$ cat src/rtl/uart_pkg.sv
// Shared encodings and defaults for the configurable UART receiver.
package uart_pkg;

   localparam int DEF_NB_DATA    = 8;
   localparam int DEF_OVERSAMPLE = 16;

   // Run-time parity selection; 2'b11 is not listed and behaves as none.
   typedef enum logic [1:0] {
      PAR_NONE = 2'b00,
      PAR_EVEN = 2'b01,
      PAR_ODD  = 2'b10
   } par_mode_e;

   typedef enum logic [2:0] {
      ST_IDLE   = 3'd0,
      ST_START  = 3'd1,
      ST_DATA   = 3'd2,
      ST_PARITY = 3'd3,
      ST_STOP   = 3'd4
   } rx_state_e;

   // True when the frame carries a parity bit.
   function automatic logic par_enabled(input logic [1:0] mode);
      return (mode == PAR_EVEN) || (mode == PAR_ODD);
   endfunction

endpackage

$ cat src/rtl/uart_sync2.sv
// Two-flop synchroniser for the asynchronous serial line; resets to idle (1).
module uart_sync2 (
   input  logic i_clock,
   input  logic i_reset,
   input  logic i_d,
   output logic o_q
);

   logic r_meta;
   logic r_q;

   // Two-stage capture; both stages preload 1 so reset never looks like a start bit.
   always_ff @(posedge i_clock) begin
      if (!i_reset) begin
         r_meta <= 1'b1;
         r_q    <= 1'b1;
      end else begin
         r_meta <= i_d;
         r_q    <= r_meta;
      end
   end

   assign o_q = r_q;

endmodule

$ cat src/rtl/uart_rx_cfg.sv
// Configurable UART receiver: oversampled frame FSM, run-time parity,
// framing/break detection and a one-deep holding register with overrun flag.
module uart_rx_cfg
   import uart_pkg::*;
#(
   parameter int NB_DATA    = DEF_NB_DATA,
   parameter int OVERSAMPLE = DEF_OVERSAMPLE,
   parameter int NB_STOP    = 1,
   parameter int NB_TCNT    = 5
) (
   input  logic               i_clock,
   input  logic               i_reset,
   input  logic               i_tick,
   input  logic               i_rx,
   input  logic [1:0]         i_parity_mode,
   input  logic               i_rx_read,
   output logic [NB_DATA-1:0] o_rx_data,
   output logic               o_rx_valid,
   output logic               o_rx_done,
   output logic               o_parity_err,
   output logic               o_frame_err,
   output logic               o_overrun
);

   localparam int NB_BIT = $clog2(NB_DATA);

   localparam logic [NB_TCNT-1:0] C_HALF = NB_TCNT'(OVERSAMPLE / 2 - 1);
   localparam logic [NB_TCNT-1:0] C_BIT  = NB_TCNT'(OVERSAMPLE - 1);
   localparam logic [NB_TCNT-1:0] C_STOP = NB_TCNT'(NB_STOP * OVERSAMPLE - 1);
   localparam logic [NB_BIT-1:0]  C_LAST = NB_BIT'(NB_DATA - 1);

   logic                w_rxs;

   rx_state_e           r_state,  w_state_nx;
   logic [NB_TCNT-1:0]  r_cnt,    w_cnt_nx;
   logic [NB_BIT-1:0]   r_bit,    w_bit_nx;
   logic [NB_DATA-1:0]  r_shift,  w_shift_nx;
   logic [1:0]          r_mode,   w_mode_nx;
   logic                r_perr,   w_perr_nx;
   logic                r_ferr,   w_ferr_nx;
   logic                r_brk,    w_brk_nx;
   logic                w_commit;
   logic [NB_TCNT-1:0]  w_cnt_inc;

   uart_sync2 u_sync (
      .i_clock (i_clock),
      .i_reset (i_reset),
      .i_d     (i_rx),
      .o_q     (w_rxs)
   );

   assign w_cnt_inc = r_cnt + NB_TCNT'(1);

   // Frame state and datapath registers.
   always_ff @(posedge i_clock) begin
      if (!i_reset) begin
         r_state <= ST_IDLE;
         r_cnt   <= '0;
         r_bit   <= '0;
         r_shift <= '0;
         r_mode  <= PAR_NONE;
         r_perr  <= 1'b0;
         r_ferr  <= 1'b0;
         r_brk   <= 1'b0;
      end else begin
         r_state <= w_state_nx;
         r_cnt   <= w_cnt_nx;
         r_bit   <= w_bit_nx;
         r_shift <= w_shift_nx;
         r_mode  <= w_mode_nx;
         r_perr  <= w_perr_nx;
         r_ferr  <= w_ferr_nx;
         r_brk   <= w_brk_nx;
      end
   end

   // Next-state logic; everything except start detection advances on i_tick only.
   always_comb begin
      w_state_nx = r_state;
      w_cnt_nx   = r_cnt;
      w_bit_nx   = r_bit;
      w_shift_nx = r_shift;
      w_mode_nx  = r_mode;
      w_perr_nx  = r_perr;
      w_ferr_nx  = r_ferr;
      w_brk_nx   = r_brk;
      w_commit   = 1'b0;

      case (r_state)
         ST_IDLE: begin
            // After a break the line must go high before a new start is armed.
            if (w_rxs) begin
               w_brk_nx = 1'b0;
            end else if (!r_brk) begin
               w_state_nx = ST_START;
               w_cnt_nx   = '0;
               w_mode_nx  = i_parity_mode;
               w_perr_nx  = 1'b0;
               w_ferr_nx  = 1'b0;
            end
         end

         ST_START: begin
            if (i_tick) begin
               if (r_cnt == C_HALF) begin
                  // Mid start bit: still low means a real start, else a glitch.
                  if (!w_rxs) begin
                     w_state_nx = ST_DATA;
                     w_cnt_nx   = '0;
                     w_bit_nx   = '0;
                  end else begin
                     w_state_nx = ST_IDLE;
                  end
               end else begin
                  w_cnt_nx = w_cnt_inc;
               end
            end
         end

         ST_DATA: begin
            if (i_tick) begin
               if (r_cnt == C_BIT) begin
                  w_shift_nx = {w_rxs, r_shift[NB_DATA-1:1]};
                  w_cnt_nx   = '0;
                  if (r_bit == C_LAST) begin
                     w_state_nx = par_enabled(r_mode) ? ST_PARITY : ST_STOP;
                  end else begin
                     w_bit_nx = r_bit + NB_BIT'(1);
                  end
               end else begin
                  w_cnt_nx = w_cnt_inc;
               end
            end
         end

         ST_PARITY: begin
            if (i_tick) begin
               if (r_cnt == C_BIT) begin
                  w_perr_nx  = ((^r_shift) ^ w_rxs) != (r_mode == PAR_ODD);
                  w_state_nx = ST_STOP;
                  w_cnt_nx   = '0;
               end else begin
                  w_cnt_nx = w_cnt_inc;
               end
            end
         end

         ST_STOP: begin
            if (i_tick) begin
               // Sample at the middle of every stop bit.
               if (((r_cnt == C_BIT) || (r_cnt == C_STOP)) && !w_rxs)
                  w_ferr_nx = 1'b1;
               if (r_cnt == C_STOP) begin
                  // Commit half-way through the last stop bit so the next start edge is caught.
                  w_state_nx = ST_IDLE;
                  w_cnt_nx   = '0;
                  w_commit   = 1'b1;
                  w_brk_nx   = w_ferr_nx & ~w_rxs;
               end else begin
                  w_cnt_nx = w_cnt_inc;
               end
            end
         end

         default: begin
            w_state_nx = ST_IDLE;
            w_cnt_nx   = '0;
         end
      endcase
   end

   // Holding register: commit has priority over the consumer pop.
   always_ff @(posedge i_clock) begin
      if (!i_reset) begin
         o_rx_data    <= '0;
         o_rx_valid   <= 1'b0;
         o_rx_done    <= 1'b0;
         o_parity_err <= 1'b0;
         o_frame_err  <= 1'b0;
         o_overrun    <= 1'b0;
      end else begin
         o_rx_done <= w_commit;
         if (w_commit) begin
            o_rx_data    <= r_shift;
            o_parity_err <= r_perr;
            o_frame_err  <= w_ferr_nx;
            o_rx_valid   <= 1'b1;
            if (o_rx_valid && !i_rx_read)
               o_overrun <= 1'b1;
         end else if (i_rx_read && o_rx_valid) begin
            o_rx_valid <= 1'b0;
         end
      end
   end

endmodule

$ cat config.mk
export PLATFORM = sky130hd
export DESIGN_NAME = uart_rx_cfg
export DESIGN_NICKNAME = d
export VERILOG_FILES = /design/src/rtl/uart_pkg.sv /design/src/rtl/uart_sync2.sv /design/src/rtl/uart_rx_cfg.sv
export SDC_FILE = /design/constraint.sdc
export NUM_CORES = 1
export LEC_CHECK = 0
export BUFFER_PORTS_ARGS = -buffer_cell sky130_fd_sc_hd__buf_2
export CORE_MARGIN = 10
export CORE_UTILIZATION = 60
export DETAILED_ROUTE_END_ITERATION = 6
export PLACE_DENSITY_LB_ADDON = 0.3
export SLEW_MARGIN = 15
export SYNTH_ARGS = -nofsm -noshare
export SYNTH_HDL_FRONTEND = slang
export SYNTH_SLANG_ARGS = --single-unit
$ cat constraint.sdc
create_clock -name i_clock -period 3.8 [get_ports i_clock]
set_input_delay 0.19 -clock i_clock [delete_from_list [all_inputs] [get_ports i_clock]]
set_output_delay 0.19 -clock i_clock [all_outputs]
set_load 0.005 [all_outputs]
Word-level counts from Yosys, hierarchy flattened:

Index checks and enable logic that the tools add are counted.

* equal/unequal tests: 26
* $add $sub $neg: 2
* reductions and logical operators: 21
* multiplexer cells: 50
* bitwise gates (word level): 4

Operators by type and width (number)
* two-way mux 3 bit: 18
* two-way mux 5 bit: 7
* != test 2 bit (second input constant): 13
* two-way mux 1 bit: 18
* case mux 3 bit (5 select lines): 1
* case mux 5 bit (3 select lines): 1
* AND reduction 11 bit: 1
* AND reduction 5 bit: 2
* nonzero test 2 bit: 4
* parity 8 bit: 1
* AND reduction 7 bit: 1
* == test 3 x 2 -> 1 bit (second input constant): 2
* == test 3 bit (second input constant): 2
* case mux 1 bit (2 select lines): 3
* case mux 3 bit (2 select lines): 1
* AND reduction 3 bit: 2
* adder 5 x 1 -> 5 bit (second input constant): 1
* == test 5 x 3 -> 1 bit (second input constant): 1
* == test 5 x 4 -> 1 bit (second input constant): 1
* != test 2 x 1 -> 1 bit (second input constant): 2
* AND reduction 4 bit: 1
* adder 3 x 1 -> 3 bit (second input constant): 1
* == test 3 x 1 -> 1 bit (second input constant): 1
* logical AND 1 bit: 3
* 13 further kinds: 15

* input bits: 7
* register bits after elaboration: 39
* output and inout bits: 13

Logic depth before layout (Yosys ltp):

Gate-level depths: netlist of the first run.

* depth after elaboration: 9
* depth in mapped cells: 8

Modules after synthesis:

A second synthesis of the first run with hierarchy kept.

* cells, all modules: 212
* area total of the unflattened synthesis: 1925.6 sq um

By module, submodules not included
* uart_rx_cfg: cells an instance 208, times used 1, seq. area each 740.7 sq um, area an instance 1873.0 sq um
* uart_sync2: cells an instance 4, times used 1, seq. area each 40.0 sq um, area an instance 52.6 sq um

Worst setup path before layout of the first run:

Ideal clock, no wire load.

* path type: flip-flop to flip-flop
* start: register r_cnt[0]
* end: register r_bit[0]
* slack: 1.818 ns
* period minus slack after synthesis: 1.982 ns
* buffers on the path: 0
* library setup time: 0.116 ns
* cell stages (with the launch flop): 9
* data required time: 3.684 ns
* arrival: 1.866 ns
* cells stage by stage: dfxtp_1 -> ha_1 -> and3_1 -> ha_1 -> nand2_1 -> o32a_1 -> nor4_4 -> mux2i_1 -> nor2b_1

* cells in the longest elaborated chain, start to end: 3

RTL lines
* start: declaration: line uart_rx_cfg.sv:35 `logic [NB_TCNT-1:0] r_cnt, w_cnt_nx;`
* start signal: assignment: line uart_rx_cfg.sv:67 `r_cnt <= w_cnt_nx;`
* == test 5 x 4 -> 1 bit or == test 5 x 3 -> 1 bit (tied branches): line uart_rx_cfg.sv:122, uart_rx_cfg.sv:105
* != test 2 bit (no line)
* AND reduction 7 bit (no line) *
* end signal: assignment: line uart_rx_cfg.sv:68 `r_bit <= w_bit_nx;`
* end: declaration: line uart_rx_cfg.sv:36 `logic [NB_BIT-1:0] r_bit, w_bit_nx;`

Mark *: on every way between the ends. The rest lies on a longest branch, timed or not.
A chain may end at the register's enable or synchronous reset.

Worst setup path after layout of the first run:

Same ends and word-level chain as after synthesis.

==> results.ini, run 1 <==
[pwr]
total_power_uw = 778
p_leak_uw = 0.000831
ir_drop_v = 0.000282
powerDensity_nw_per_um2 = 369

[sta]
rsz0062_at_grt = no
timing.setup.tns_ps = 0
worstMarginPinSlew_ps = 618
layout_min_cycle_time_ps = 2220
final_max_slew_viol_count = 0
worst_clock_skew_ps = 14.4
slew_headroom_pct = 58.8
hold_viol = 0
clock.fmax_ghz = 0.451
fin_crit_sh_pct = 58.3
layout_setup_ws_ps = 1580
finalSetupViolCount = 0

[yosys]
netlist_area_um2 = 1950
syn_inst = 208
ys_top_cells_by_count = dfxtp_1, nand2_1, a21boi_0
ys_seq_area_share_pct = 40.0
synth.distinct_cells = 47
synth-edff-count = 0
synth_top_area_share_pct = 40.0
yosysMostFrequentCell = dfxtp_1
syn-num-nets = 221
yosys_register_bits = 39
async_reset_ff_share_pct = 0
synth_area_leaders = dfxtp_1, nand2_1, mux2i_1
ys_warn_count = 0
yosys.area.top_type = dfxtp_1
synth_area_per_cell_um2 = 9.38
ys.flop_type = dfxtp_1

[setup_path]
crit_path_start = r_cnt[0]
cp.required_ps = 4040
max_stage_delay_ps = 390
crit_arrival_ps = 2460
ff2ff_setup_slack_ps = 1580
critPathBufInv = 0
end_kind = flip-flop
path_max_fanout = 5
slowest_stage = dfxtp_1
crit_path_frequent_cell = ha_1
path_cells = ha_1, and3_1, ha_1, nand2_1, o32a_1, nor4_4, mux2i_1, nor2b_1
path_class = flip-flop to flip-flop
start_kind = flip-flop
critical-path-top-delay-family = simple AND/OR/NAND/NOR gates
r2r_end = r_bit[0]
timing.rr.start = r_cnt[0]
rr_worst_depth = 8

[clocking]
cts_sinks = 39
clkSlewWorstSetupHoldPaths_ps = 110
numCtsBuffers = 5
tritoncts = yes
cts.repair.resized = 0
cts.path.max_buffers = 2
hold_buffers = 0
cts_htree_levels = 2
clk_latency_ps = 350
root_buffer = clkbuf_4
cts_setup_buffers = 0

[grt]
gr-max-usage-layer = met2
grt_use_met2_pct = 21.6
antenna_found_initial = 0
grt_usage_pct = 13.3
grt_max_degree = 43
use_met1_pct = 15.4
globalRouteMet3Util_pct = 6.06
grt_pass1_vias = 1466
grt_pass1_wl_mm = 6.63
grt_overflow = 0

[floorplanning]
rows = 20
core_um2 = 3080
die_y_um = 77.0
initial_core_util_pct = 63.4
dieArea_um2 = 5930
die_x_um = 77.0
ios = 20

[detailed_routing]
drc = 0
wl_mm = 3.74
num_vias = 1470
ant_nets = 0
viasPerCell = 5.46
drt_iter0_markers = 82
drtPass1Iterations = 4
wl_per_cell_um = 13.9

[worst_hold_path]
worstHoldStart = i_rx
whs_endpoint = u_sync.r_meta
whs_path_depth = 2
hp-class = input port to flip-flop

[outcome]
status = finished, final reports clean

[placed_design]
dp_hpwl_mm = 2.63
gp_congestion = 0.860
dp_slack_ps = 1610
io_buffers = 19

[layout]
area_growth_pct = 8.08
drive_above_1_share_pct = 17.3
nets = 237
antenna_cells = 0

[job]
maxCapViolations = 0

[area by class of cell]
type / instances / area, um^2
fillers: 263 / 970
well taps: 44 / 55.1
flip-flops and latches: 39 / 781
repair buffers: 19 / 95.1
multi-input cells: 155 / 1090
clock buffers: 7 / 65.1
clock inverters: 1 / 7.51
inverters: 4 / 15.0
[power by group]
group          switching, uW  total (uW)  internal (uW)
combinational           57.5         100           42.6
clock                    137         245            108
sequential              15.9         432            417
total                    210         778            567
[worst reg2reg max path: cells and delay by family, from the launching register on]
family / cells / cell delay [ps]
AOI/OAI and AO/OA: 1 / 340
DFF: 1 / 390
adders and majority gates: 2 / 450
muxes: 1 / 230
and+or+nand+nor: 4 / 700
[per-layer routing]
| metal | routed length, um | vias to the layer above |
|---|---|---|
| met2 | 1820 | 30 |
| met1 | 1690 | 681 |
| met3 | 197 | 4 |
| met4 | 36 | 0 |
| li1 | - | 755 |
| met5 | 0 | - |
[metrics by stage]
step | hold slack (ps) | utilization (%) | std cells | instance area, um^2
after floorplan | 291 | - | 208 | 1950
after global placement | 376 | 66.1 | 261 | 2040
after detailed placement | 382 | 66.1 | 261 | 2040
after CTS | 10.5 | 68.5 | 269 | 2110
after global routing | 3.14 | 68.5 | 269 | 2110
final | 17.2 | 68.5 | 269 | 2110
[worst max-delay path by stage]
stage | to | depth (start not counted)
floorplan | r_bit[0] | 8
global placement | r_bit[0] | 8
detailed placement | r_bit[0] | 8
CTS | r_bit[0] | 8
global route | r_bit[2] | 8
finish | r_bit[0] | 8
[state kept, by name, summed over array words and instances (netlist names), 2 cells and up]
name       cells
r_state        3
r_mode         2
r_shift        8
r_bit          3
o_rx_data      8
r_cnt          5
[cell families after synthesis]
logic type	synth area share, %
xor gates and xnor gates	4.49
adders and majority gates	3.85
and+or+nand+nor	25.6
buffers and inverters	4.10
AOI/OAI and AO/OA	16.8
muxes	5.13
DFF	40.0
[cells in the final DEF, fill, tap and decap left out, drive strengths merged, types with 2 or more instances in the layout]
master / n
a21boi: 13
o21a: 3
nor2b: 12
nand3: 9
o21ai: 7
mux2i: 10
buf: 19
or3b: 2
xnor2: 10
ha: 6
nor2: 10
or2: 2
nand2b: 8
and2: 4
o211a: 3
and4bb: 2
and3: 2
a21oi: 4
nand2: 31
nor3b: 2
o22ai: 2
clkbuf: 7
inv: 4
dfxtp: 39
No activity file was read; power rests on OpenSTA's default activity.
==> inputs of run 2 (changes only) <==
--- a/config.mk
+++ b/config.mk
@@ -5,9 +5,10 @@
 export SDC_FILE = /design/constraint.sdc
 export NUM_CORES = 1
 export LEC_CHECK = 0
+export ABC_AREA = 1
 export BUFFER_PORTS_ARGS = -buffer_cell sky130_fd_sc_hd__buf_2
 export CORE_MARGIN = 10
-export CORE_UTILIZATION = 60
+export CORE_UTILIZATION = 52
 export DETAILED_ROUTE_END_ITERATION = 6
 export PLACE_DENSITY_LB_ADDON = 0.3
 export SLEW_MARGIN = 15
==> constraint.sdc (replaced) <==
create_clock -name i_clock -period 2 [get_ports i_clock]
set_input_delay 0.1 -clock i_clock [delete_from_list [all_inputs] [get_ports i_clock]]
set_output_delay 0.1 -clock i_clock [all_outputs]
set_load 0.005 [all_outputs]
==> run 2 against run 1 <==
Effect of this change: combinational power rose to 2.8 times the previous value; area after synthesis is 0.13% higher; die area up 11%; via count rose by 18%; non-clock buffer count rose by 3; maximum frequency increased by 21%; critical path depth is 1 higher; critical endpoint is now r_shift[3].
==> results.ini, run 2 <==
[outcome]
status = finished, final reports clean  ; unchanged

[placed_design]
dp_hpwl_mm = 3.07  ; was 2.63 mm
gp_congestion = 0.832  ; was 0.860
placed_area_um2 = 2100  ; was 2040 um^2
io_buffers = 19  ; unchanged

[pwr]
ir_drop_v = 0.000546  ; was 0.000282 V
powerDensity_nw_per_um2 = 836  ; was 369 nW/um^2
total_power_uw = 1880  ; was 778 uW
p_leak_uw = 0.00106  ; was 0.000831 uW

[detailed_routing]
drt_iter0_markers = 93  ; was 82
wl_mm = 4.04  ; was 3.74 mm
ant_nets = 0  ; unchanged
viasPerCell = 4.93  ; was 5.46
wl_per_cell_um = 11.5  ; was 13.9 um
num_vias = 1732  ; was 1,470
drtPass1Iterations = 4  ; unchanged
drc = 0  ; unchanged

[setup_path]
path_max_fanout = 5  ; unchanged
crit_arrival_ps = 2020  ; was 2460 ps
path_class = flip-flop to flip-flop  ; unchanged
ff2ff_setup_slack_ps = 160  ; was 1580 ps
end_kind = flip-flop  ; unchanged
timing.rr.start = r_cnt[0]  ; unchanged
rr_worst_depth = 9  ; was 8
cp.required_ps = 2180  ; was 4040 ps
start_kind = flip-flop  ; unchanged
r2r_end = r_shift[3]  ; was r_bit[0]

[yosys]
ys.flop_type = dfxtp_1  ; unchanged
synth_area_leaders = dfxtp_1, nand2_1, nor2_1  ; was dfxtp_1, nand2_1, mux2i_1
netlist_area_um2 = 1950  ; about the same
ys_top_cells_by_count = nand2_1, dfxtp_1, nor2_1  ; was dfxtp_1, nand2_1, a21boi_0
syn_inst = 278  ; was 208
ys_seq_area_share_pct = 40.0  ; about the same
async_reset_ff_share_pct = 0  ; unchanged
synth-edff-count = 0  ; unchanged
ys_warn_count = 0  ; unchanged
yosys.area.top_type = dfxtp_1  ; unchanged
syn-num-nets = 291  ; was 221
yosysMostFrequentCell = nand2_1  ; was dfxtp_1
synth.distinct_cells = 26  ; was 47
synth_top_area_share_pct = 40.0  ; about the same
synth_area_per_cell_um2 = 7.03  ; was 9.38 um^2
yosys_register_bits = 39  ; unchanged

[layout]
layout_commonest_cell = nand2_1  ; was dfxtp_1
drive_above_1_share_pct = 19.8  ; was 17.3%
area_growth_pct = 15.0  ; was 8.08%
layout_common_cells = nand2_1, dfxtp_1, nor2_1  ; was dfxtp_1, nand2_1, buf_2
nets = 315  ; was 237
reg_top3 = o_rx_data: 8 flops, r_shift: 8 flops, r_cnt: 5 flops  ; unchanged
antenna_cells = 0  ; unchanged
fin_area_um2 = 2250  ; was 2110 um^2
fillCellCount = 337  ; was 263

[clocking]
cts_htree_levels = 2  ; unchanged
tritoncts = yes  ; unchanged
numCtsBuffers = 5  ; unchanged
cts_setup_buffers = 0  ; unchanged
cts_sinks = 39  ; unchanged
clkSlewWorstSetupHoldPaths_ps = 70  ; was 110 ps
root_buffer = clkbuf_8  ; was clkbuf_4
cts.path.max_buffers = 2  ; unchanged
clk_latency_ps = 300  ; was 350 ps

[floorplanning]
ios = 20  ; unchanged
rows = 22  ; was 20
die_x_um = 81.3  ; was 77.0 um
die_y_um = 81.3  ; was 77.0 um
initial_core_util_pct = 53.8  ; was 63.4%
dieArea_um2 = 6610  ; was 5930 um^2
core_um2 = 3630  ; was 3080 um^2

[sta]
layout_min_cycle_time_ps = 1840  ; was 2220 ps
final_max_slew_viol_count = 0  ; unchanged
finalSetupViolCount = 0  ; unchanged
worstMarginPinSlew_ps = 503  ; was 618 ps
clock.fmax_ghz = 0.544  ; was 0.451 GHz
worst_clock_skew_ps = 7.08  ; was 14.4 ps
slew_headroom_pct = 66.4  ; was 58.8%
fin_crit_sh_pct = 91.9  ; was 58.3%
hold_viol = 0  ; unchanged

[grt]
grt_usage_pct = 12.9  ; was 13.3%
grt_pass1_vias = 1549  ; was 1,466
antenna_found_initial = 0  ; unchanged
grt_pass1_wl_mm = 6.71  ; was 6.63 mm
grt_overflow = 0  ; unchanged
grt_max_degree = 23  ; was 43

[job]
maxCapViolations = 0  ; unchanged

[worst_hold_path]
whs_path_depth = 3  ; was 2
hp-class = input port to flip-flop  ; unchanged
whs_endpoint = r_mode[1]  ; was u_sync.r_meta
worstHoldStart = i_parity_mode[1]  ; was i_rx

[run 2: cell count changes in the layout (fill, tap and decap cells not counted), sizes merged, moves of 4 or more]
| cell | previous run | this run |
|---|---|---|
| nand2 | 31 | 61 |
| nand3 | 9 | 19 |
| a21boi | 13 | 0 |
| nand2b | 8 | 0 |
| a21oi | 4 | 26 |
| mux2i | 10 | 0 |
| nor2b | 12 | 0 |
| inv | 4 | 40 |
| xnor2 | 10 | 3 |
| nor2 | 10 | 42 |
| o21ai | 7 | 27 |
| and2 | 4 | 0 |
[run 2: critical path: stages (launching register included)]
cell and delay [ps]:
dfxtp_1 380, ha_1 190, nand2_1 90, nor2_2 130, ha_2 200, nand2_1 90, nor2_1 270, inv_1 140
o21ai_0 170, a21oi_1 50
[run 2: through the flow]
stage / utilization (%) / hold slack (ps) / setup TNS [ps] / std cells / setup WS (ps)
finish: 61.8 / 50.2 / 0 / 351 / 162
global route: 61.8 / 65.5 / -99.1 / 351 / -25.7
CTS: 61.6 / 54.5 / 0 / 351 / 92.3
detailed placement: 57.7 / 290 / 0 / 342 / 116
global placement: 57.7 / 285 / 0 / 342 / 171
floorplan: - / 207 / 0 / 278 / 396
[run 2: repair_timing]
action / CTS / global route
hold buffers: 1 / 0
resized for setup: 0 / 4
endpoints found under the setup margin: 0 / 15
hold endpoints to repair: 1 / 0
[run 2: cell type report]
type / instances / area [um^2] / area share (%)
clock buffer: 6 / 72.6 / 3.23
inverter: 40 / 153 / 6.80
multi-input combinational: 194 / 1000 / 44.5
tap: 48 / 60.1 / 2.67
sequential: 39 / 781 / 34.8
timing repair buffer: 22 / 120 / 5.35
clock inverter: 2 / 60.1 / 2.67
[run 2: cells by family (layout without fill, tap and decap cells)]
| group | count (synthesis) | count (layout) | synth area share [%] |
|---|---|---|---|
| fa+ha+maj | 6 | 6 | 3.84 |
| compound gates | 56 | 56 | 14.9 |
| flops | 39 | 39 | 40.0 |
| simple gates | 126 | 126 | 29.5 |
| buf+inv | 45 | 70 | 9.10 |
| xor+xnor | 6 | 6 | 2.69 |
[run 2: worst max-delay path by stage]
stage	start	to	slack, ps	depth (start not counted)
finish	r_cnt[0]	r_shift[3]	160	9
global route	r_cnt[0]	r_shift[0]	-30	9
CTS	r_cnt[0]	o_frame_err	90	12
detailed placement	r_cnt[0]	o_frame_err	120	12
global placement	r_cnt[0]	o_frame_err	170	12
floorplan	r_cnt[0]	r_state[1]	400	11
[run 2: layer usage]
metal | vias to the layer above | track usage (%) | routed length [um]
met5 | - | 0 | 0
met2 | 18 | 21.8 | 1980
met1 | 778 | 14.2 | 1870
met3 | 8 | 4.08 | 119
li1 | 928 | - | -
met4 | 0 | 6.40 | 77
[run 2: report_power, final]
part           switching [uW]  internal [uW]  total (uW)  leakage [uW]
sequential               23.8            806         830      0.000316
clock                     273            498         772     0.0000654
combinational             181           94.5         275      0.000678
